===== src/rtl/gtv_pulse_gen.sv =====
// Replays an 8-bit count as a burst of evenly spaced output pulses.
// Single-clock FSM with an edge-detected start request and a cancelling abort.
module gtv_pulse_gen #(
   parameter int CNT_W    = 8,
   parameter int TICK_DIV = 250000,
   parameter int PULSE_W  = 1
) (
   input  logic             clk,
   input  logic             rst,
   input  logic             start,
   input  logic             abort,
   input  logic [CNT_W-1:0] count_in,
   output logic             pulse,
   output logic             busy,
   output logic             done,
   output logic [CNT_W-1:0] remaining
);

   localparam int            BW        = $clog2(TICK_DIV);
   localparam logic [BW-1:0] BASE_LAST = BW'(TICK_DIV - 1);
   localparam logic [BW-1:0] BASE_HIGH = BW'(PULSE_W);

   typedef enum logic [1:0] {IDLE, RUN, DONE} state_t;

   state_t          state;
   logic            start_ff;
   logic [BW-1:0]   base;
   logic            start_edge;

   assign start_edge = start & ~start_ff;

   always_ff @(posedge clk or negedge rst) begin
      if (!rst) begin
         state     <= IDLE;
         start_ff  <= 1'b0;
         base      <= '0;
         remaining <= '0;
      end else begin
         start_ff <= start;
         case (state)
            IDLE: begin
               if (!abort && start_edge) begin
                  if (count_in != '0) begin
                     remaining <= count_in;
                     base      <= '0;
                     state     <= RUN;
                  end else begin
                     state <= DONE;
                  end
               end
            end
            RUN: begin
               // abort outranks the terminal decrement so a cancelled burst never strobes done
               if (abort) begin
                  remaining <= '0;
                  base      <= '0;
                  state     <= IDLE;
               end else if (base == BASE_LAST) begin
                  base      <= '0;
                  remaining <= remaining - CNT_W'(1);
                  if (remaining == CNT_W'(1))
                     state <= DONE;
               end else begin
                  base <= base + BW'(1);
               end
            end
            DONE:    state <= IDLE;
            default: state <= IDLE;
         endcase
      end
   end

   // Outputs decode straight from registers, so reset clears them without waiting for a clock.
   assign pulse = (state == RUN) && (base < BASE_HIGH);
   assign busy  = (state == RUN);
   assign done  = (state == DONE);

endmodule

===== config.mk =====
export PLATFORM = sky130hd
export DESIGN_NAME = gtv_pulse_gen
export DESIGN_NICKNAME = d
export VERILOG_FILES = /design/src/rtl/gtv_pulse_gen.sv
export SDC_FILE = /design/constraint.sdc
export NUM_CORES = 1
export LEC_CHECK = 0
export BUFFER_PORTS_ARGS = -buffer_cell sky130_fd_sc_hd__buf_2
export CORE_MARGIN = 2
export CORE_UTILIZATION = 40
export DETAILED_ROUTE_END_ITERATION = 8
export PLACE_DENSITY_LB_ADDON = 0.3
export SLEW_MARGIN = 20
export SYNTH_ARGS = -nofsm -noshare
export SYNTH_HDL_FRONTEND = slang
export SYNTH_SLANG_ARGS = --single-unit

===== constraint.sdc =====
create_clock -name clk -period 2.4 [get_ports clk]
set_clock_uncertainty 0.05 [all_clocks]
set_input_delay 0.24 -clock clk [delete_from_list [all_inputs] [get_ports clk]]
set_output_delay 0.24 -clock clk [all_outputs]
set_load 0.02 [all_outputs]

After elaboration in Yosys (flattened, before gate mapping)
Cells that the tools add are included.

operators by class
  eq/ne operators = 8
  $mul = 0
  add/subtract/negate cells = 2
  reduce and logical (&&, ||, !) cells = 9
  shift-type cells = 0
  bitwise gates (word level) = 2
  order comparisons = 1
  div/mod/pow operators = 0
  muxes and demuxes = 16

operator list
  operator               count
  $mux 18                4
  $pmux 18 s2            1
  $mux 8                 4
  $add 18x1->18 const B  1
  $eq 18x18->1 const B   1
  $lt 18x1->1 const B    1
  $pmux 8 s2             1
  $mux 2                 5
  $eq 8x1->1 const B     1
  $reduce_bool 8->1      1
  $sub 8x1->8 const B    1
  $ne 3x2->1 const B     2
  $reduce_and 3->1       2
  $ne 2x2->1 const B     2
  $pmux 2 s2             1
  $reduce_and 4->1       1
  $eq 2x1->1 const B     1
  $eq 2x2->1 const B     1
  $logic_and 1x1->1      2
  $logic_not 2->1        1
  $reduce_bool 2->1      1
  $and 1x1->1            1
  $logic_not 1->1        1
  $not 1->1              1

word-level totals
  latch bits = 0
  output and inout bits = 11
  memories kept = 0
  bits in read-only memories = 0
  bits in registers = 29
  input bits = 12
  memory bits (writable) = 0
  logic and storage cells = 42

Longest topological paths before layout
Gate-level depths: netlist (run 1).

  depth in word-level cells = 5
  gate-level depth with buffers = 8
  gate-level depth less buffers = 6

Least setup slack after synthesis (run 1)
No wires, ideal clock.

  path kind = flip-flop to output port
  from = register base[9]
  to = output port pulse
  path buffers = 0
  data required time = 2.110 ns
  slack = 0.236 ns
  data arrival time = 1.874 ns
  stages on the path, launching flop included = 5
  path through = dfrtp_1 > or4_4 > nor2_8 > nand3_1 > nor4_1

between the ends
  word-level cells in the longest chain between the ends = 2

RTL lines
  element                   line  text
  start: declaration        27    logic [BW-1:0] base;
  start signal: assignment  64    base <= base + BW'(1);
  $lt 18x1->1               74    assign pulse = (state == RUN) && (base < BASE_HIGH);
  $logic_and 1x1->1         74
  end: declaration          13    output logic pulse,

Every way passes these cells.

Worst setup path after layout (run 1)
Ends and elaborated chain as after synthesis.

==> results.toml, run 1 <==
[timing]
fmax_ghz = 0.4369
setup_viol = 0
fin_crit_sh_pct = 95.37
min_period_ps = 2289
report.final.slew_viol_count = 0
slew_headroom_pct = 56.44
tns_ps = 0
tightest_slew_ps = 653.4
rsz0062_at_grt = "false"
hold_viol = 0

[finish]
nets = 248
final_cell_mix = "29 x dfrtp_1, 22 x buf_2, 17 x nand2_1"
final_common_cell = "dfrtp_1"
drive_gt1_share_pct = 24.03
n_antenna_cell = 0
areaGrowthSynthToFinish_pct = 18.55

[die]
ioPinCount = 23
row_count = 24
die_area_mm2 = 0.005127
dieHeight_um = 71.60
design.core.area_mm2 = 0.004384
die_w_um = 71.60
start_util_pct = 41.70

[synth]
synth_cell_types = 58
syn_avg_cell_area_um2 = 9.140
synth_edf_count = 0
ys_warn_count = 0
synth-main-ff-cell = "dfrtp_1"
synthesis.area_mm2 = 0.001828
synth-seq-area-share_pct = 39.70
synthArstFlopShare_pct = 100.0
synth_fp_nets = 216
ys_seq_elements = 29
synthCells = 200

[clocking]
postCtsSetupRepairBufs = 0
cts_root_buf = "clkbuf_8"
clk_latency_ps = 290
clkTransAtPathRegs_ps = 70
clkSinkCount = 29
h-tree-depth = 2
cts_tree = "built"
clockBufferDepth = 2
cts_buffers = 5

[global_routing]
grt_start_max_net_pins = 30
grt_pass1_vias = 1599
grt_pass1_wl_um = 7576
overflow = 0
antenna_found_initial = 0
grtUsageTotal_pct = 18.88

[pwr]
leakagePower_nw = 0.9530
power.total_mw = 1.970
peakVddDrop_uv = 353.0
power.density_mw_per_mm2 = 909.3

[critical_path]
reg2reg_depth = 6
slowest_stage = "or4_4"
critPathKind = "flop to primary output"
worst_ep_arrival_time_ps = 2000
start_kind = "flop"
cpPeakStageDelay_ps = 590
crit_fanout = 7
crit_chain = "or4_4, nor2_8, nand3_1, nor4_2, buf_2"
required_ps = 2110
crit_path_end_kind = "primary output"

[route]
drt_iter0_markers = 125
drtAntennaViolNets = 0
drcViolationCount = 0
wl_um = 4203
vias_per_cell = 5.730
dr.pass1.iters = 4
routedWlPerCell_um = 14.75
vias = 1633

[place]
numPortBuffers = 22
place_congestion = 0.8095
hpwl_um = 3028

[min_path]
hold_path_depth = 1
hp-class = "input pin to flop"

[outcome]
outcome = "completed"

[flow_run]
maxCapViolCount = 0
power breakdown:
part	switching [mW]	internal [mW]
clock	0.196	0.338
sequential	0.0932	0.570
combinational	0.475	0.298
total	0.764	1.21
per-layer routing:
layer / global-route usage (%) / share of wire, %
met1: 26.58 / 49
met2: 27.78 / 44
met5: 0 / 0
met3: 3.938 / 4.5
met4: 8.805 / 2.1
kinds of logic (layout without fill, tap and decap cells):
logic type / Yosys count / after routing / synth area share [%]
buffers and inverters: 17 / 50 / 4.038
adder cells (fa/ha/maj): 4 / 4 / 2.738
flip-flops: 29 / 29 / 39.70
AND/OR/NAND/NOR: 84 / 84 / 27.04
AO/OA/AOI/OAI: 56 / 56 / 20.60
XOR/XNOR: 2 / 2 / 0.9584
multiplexers: 8 / 8 / 4.928
cell usage after synthesis, types with 3 or more instances:
cell type | number | area [um^2]
a21oi_1 | 15 | 75.07
a31oi_1 | 6 | 37.54
dfrtp_1 | 29 | 725.7
ha_1 | 4 | 50.05
inv_1 | 10 | 37.54
mux2i_1 | 6 | 60.06
nand2_1 | 17 | 63.81
nand2b_1 | 3 | 18.77
nand3_1 | 14 | 70.07
nand4_1 | 5 | 31.28
nor2_1 | 12 | 45.04
nor3_1 | 6 | 30.03
nor4_1 | 6 | 37.54
o21ai_0 | 9 | 45.04
o21ai_1 | 3 | 15.01
o31ai_1 | 4 | 30.03
state kept, by name, summed over array words and instances, names as in the netlist:
signal     cells
remaining      8
start_ff       1
base          18
state          2
final timing paths:
path	startpoint	end	slack (ps)
worst max-delay path	base[9]	pulse	110
worst min-delay path	start	start_ff	40
worst max register to register	base[0]	base[17]	310
worst min register to register	state[1]	state[1]	440
max in group asynchronous	rst	base[1]	1410
min in group asynchronous	rst	remaining[2]	460
per-stage QoR:
step	utilization (%)	hold WS [ps]	area, um^2	setup WS (ps)	instances
4_1_cts	49.29	31.01	2161	43.89	285
6_report	49.43	35.97	2167	111.2	285
3_5_place_dp	46.40	264.5	2034	322.8	276
2_1_floorplan	-	-105.6	1828	236.0	200
3_3_place_gp	46.40	261.4	2034	375.3	276
5_1_grt	49.43	34.82	2167	20.72	285
area by class of cell:
cell class	instances	area (um^2)
Multi-Input combinational cell	154	1035
Sequential cell	29	725.7
Clock inverter	1	30.03
Timing Repair Buffer	32	187.7
Fill cell	419	2217
Tap cell	52	65.06
Inverter	10	37.54
Clock buffer	7	86.33
worst max-delay path: cells and delay by family (launching register included):
family / cells / cell delay [ps]
buf+inv: 1 / 210
simple gates: 4 / 1070
flops: 1 / 440
what timing repair did:
action,4_1_cts,5_1_grt
hold buffers,1,0
endpoints found under the setup margin,0,1
hold endpoints to repair,29,0
resized for setup,0,1
No activity file was read; power rests on OpenSTA's default activity.
==> run 2, diff against run 1 <==
--- a/config.mk
+++ b/config.mk
@@ -10,6 +10,7 @@
 export CORE_UTILIZATION = 40
 export DETAILED_ROUTE_END_ITERATION = 8
 export PLACE_DENSITY_LB_ADDON = 0.3
+export RECOVER_POWER = 100
 export SLEW_MARGIN = 20
 export SYNTH_ARGS = -nofsm -noshare
 export SYNTH_HDL_FRONTEND = slang
==> results.toml, run 2 (same netlist as run 1, synthesis figures left out) <==
[global_routing]
grt_start_max_net_pins = 30
grt_pass1_wl_um = 7576
antenna_found_initial = 0
grt_pass1_vias = 1599
grtUsageTotal_pct = 18.88
overflow = 0

[clocking]
cts_buffers = 5
clkTransAtPathRegs_ps = 60
cts_tree = "built"
clk_latency_ps = 290
clockBufferDepth = 2
cts_root_buf = "clkbuf_8"
h-tree-depth = 2
clkSinkCount = 29

[critical_path]
cp_top_family = "simple AND/OR/NAND/NOR gates"
required_ps = 2110
start_kind = "flop"
crit_fanout = 7
cpPeakStageDelay_ps = 590
worst_ep_arrival_time_ps = 1990
path_buf_inv = 1
crit_chain = "or4_4, nor2_8, nand3_1, nor4_2, clkbuf_2"
crit_path_end_kind = "primary output"
slowest_stage = "or4_4"
critPathKind = "flop to primary output"

[place]
numPortBuffers = 22
hpwl_um = 3028
place_congestion = 0.8095
dp.cells = 276
dp_slack_ps = 322.8
post_dp_cell_area_mm2 = 0.002034

[pwr]
leakagePower_nw = 0.9027
p_int_mw = 1.166
peakVddDrop_uv = 343.5
power.switching_mw = 0.7639
p_sw_share_pct = 39.59
p_seq_share_pct = 34.4
power.density_mw_per_mm2 = 908.2
clkPwrFrac_pct = 27.6
comb_power_share_pct = 37.9
power.total_mw = 1.930

[route]
vias = 1639
vias_per_cell = 5.751
dr.pass1.iters = 4
routedWlPerCell_um = 14.90
drtAntennaViolNets = 0
drcViolationCount = 0
drt_iter0_markers = 146
wl_um = 4246

[die]
start_util_pct = 41.70
die_area_mm2 = 0.005127
row_count = 24
ioPinCount = 23
design.core.area_mm2 = 0.004384
die_w_um = 71.60
dieHeight_um = 71.60

[outcome]
outcome = "finished, violations left"
violations = "max-capacitance violations, max-slew violations"

[finish]
nets = 248
areaGrowthSynthToFinish_pct = 16.22
n_antenna_cell = 0
reg.largest.list = "base (18), remaining (8), state (2)"
top_register = "base"
design_area_mm2 = 0.002125
final_cell_mix = "29 x dfrtp_1, 18 x nand2_1, 16 x a21oi_1"
largest_reg_flops = 18
final_common_cell = "dfrtp_1"
instances_no_fill = 285
final_core_util_pct = 48.46
drive_gt1_share_pct = 16.31

[timing]
slew_headroom_pct = -5.136
min_period_ps = 2280
tightest_slew_ps = 1577
fmax_ghz = 0.4387
rsz0062_at_grt = "false"
setup_viol = 0
fin_crit_sh_pct = 94.98
fin_ws_ps = 120.5
report.final.slew_viol_count = 30
tns_ps = 0
whs_ps = 44.86
hold_viol = 0

[flow_run]
maxCapViolCount = 1

[min_path]
hp-class = "input pin to flop"
[run 2: changes by cell type in the layout (fill, tap and decap cells not counted), sizes merged]
cell    before  now
buf         31   17
clkbuf       7   21
[run 2: power by group through the flow]
stage               combinational (mW)  clock (mW)  sequential (mW)
detailed placement               0.770           0            0.675
floorplan                        0.467           0            0.732
global placement                 0.768           0            0.672
finish                           0.732       0.533            0.664
global route                     0.823       0.561            0.684
CTS                              0.776       0.545            0.665
[run 2: area by class of cell]
type	instances	area, um^2
inverters	10	37.54
flip-flops and latches	29	725.7
fillers	424	2260
clock inverters	1	30.03
multi-input cells	154	1010
clock buffers	7	86.33
repair buffers	32	170.2
well taps	52	65.06
[run 2: final timing paths]
path | start | endpoint | slack, ps | cells past startpoint
worst max-delay path | base[9] | pulse | 120 | 5
worst min-delay path | start | start_ff | 40 | 1
worst max register to register | state[1] | base[9] | 150 | 6
worst min register to register | state[1] | state[1] | 430 | 1
max in group asynchronous | rst | base[6] | 550 | 2
min in group asynchronous | rst | remaining[2] | 830 | 2
[run 2: routing by layer]
layer	part of all wire, %	global-route usage (%)	vias to the layer above
li1	-	-	816
met1	48	26.58	781
met2	45	27.78	35
met3	4.8	3.938	7
met4	2.0	8.805	0
met5	0	0	-
[run 2: worst reg2reg max path, stage by stage (launching register included)]
cell and delay, ps:
dfrtp_1 400, or4b_1 560, a21oi_1 290, nor2_1 190
clkbuf_2 260, a21o_1 200, a22o_2 200
[run 2: what timing repair did]
action / in CTS / in global routing
buffers inserted: 0 / 0
hold buffers: 1 / 0
resized for setup: 0 / 1
endpoints found under the hold margin: 29 / 0
setup endpoints to repair: 0 / 1
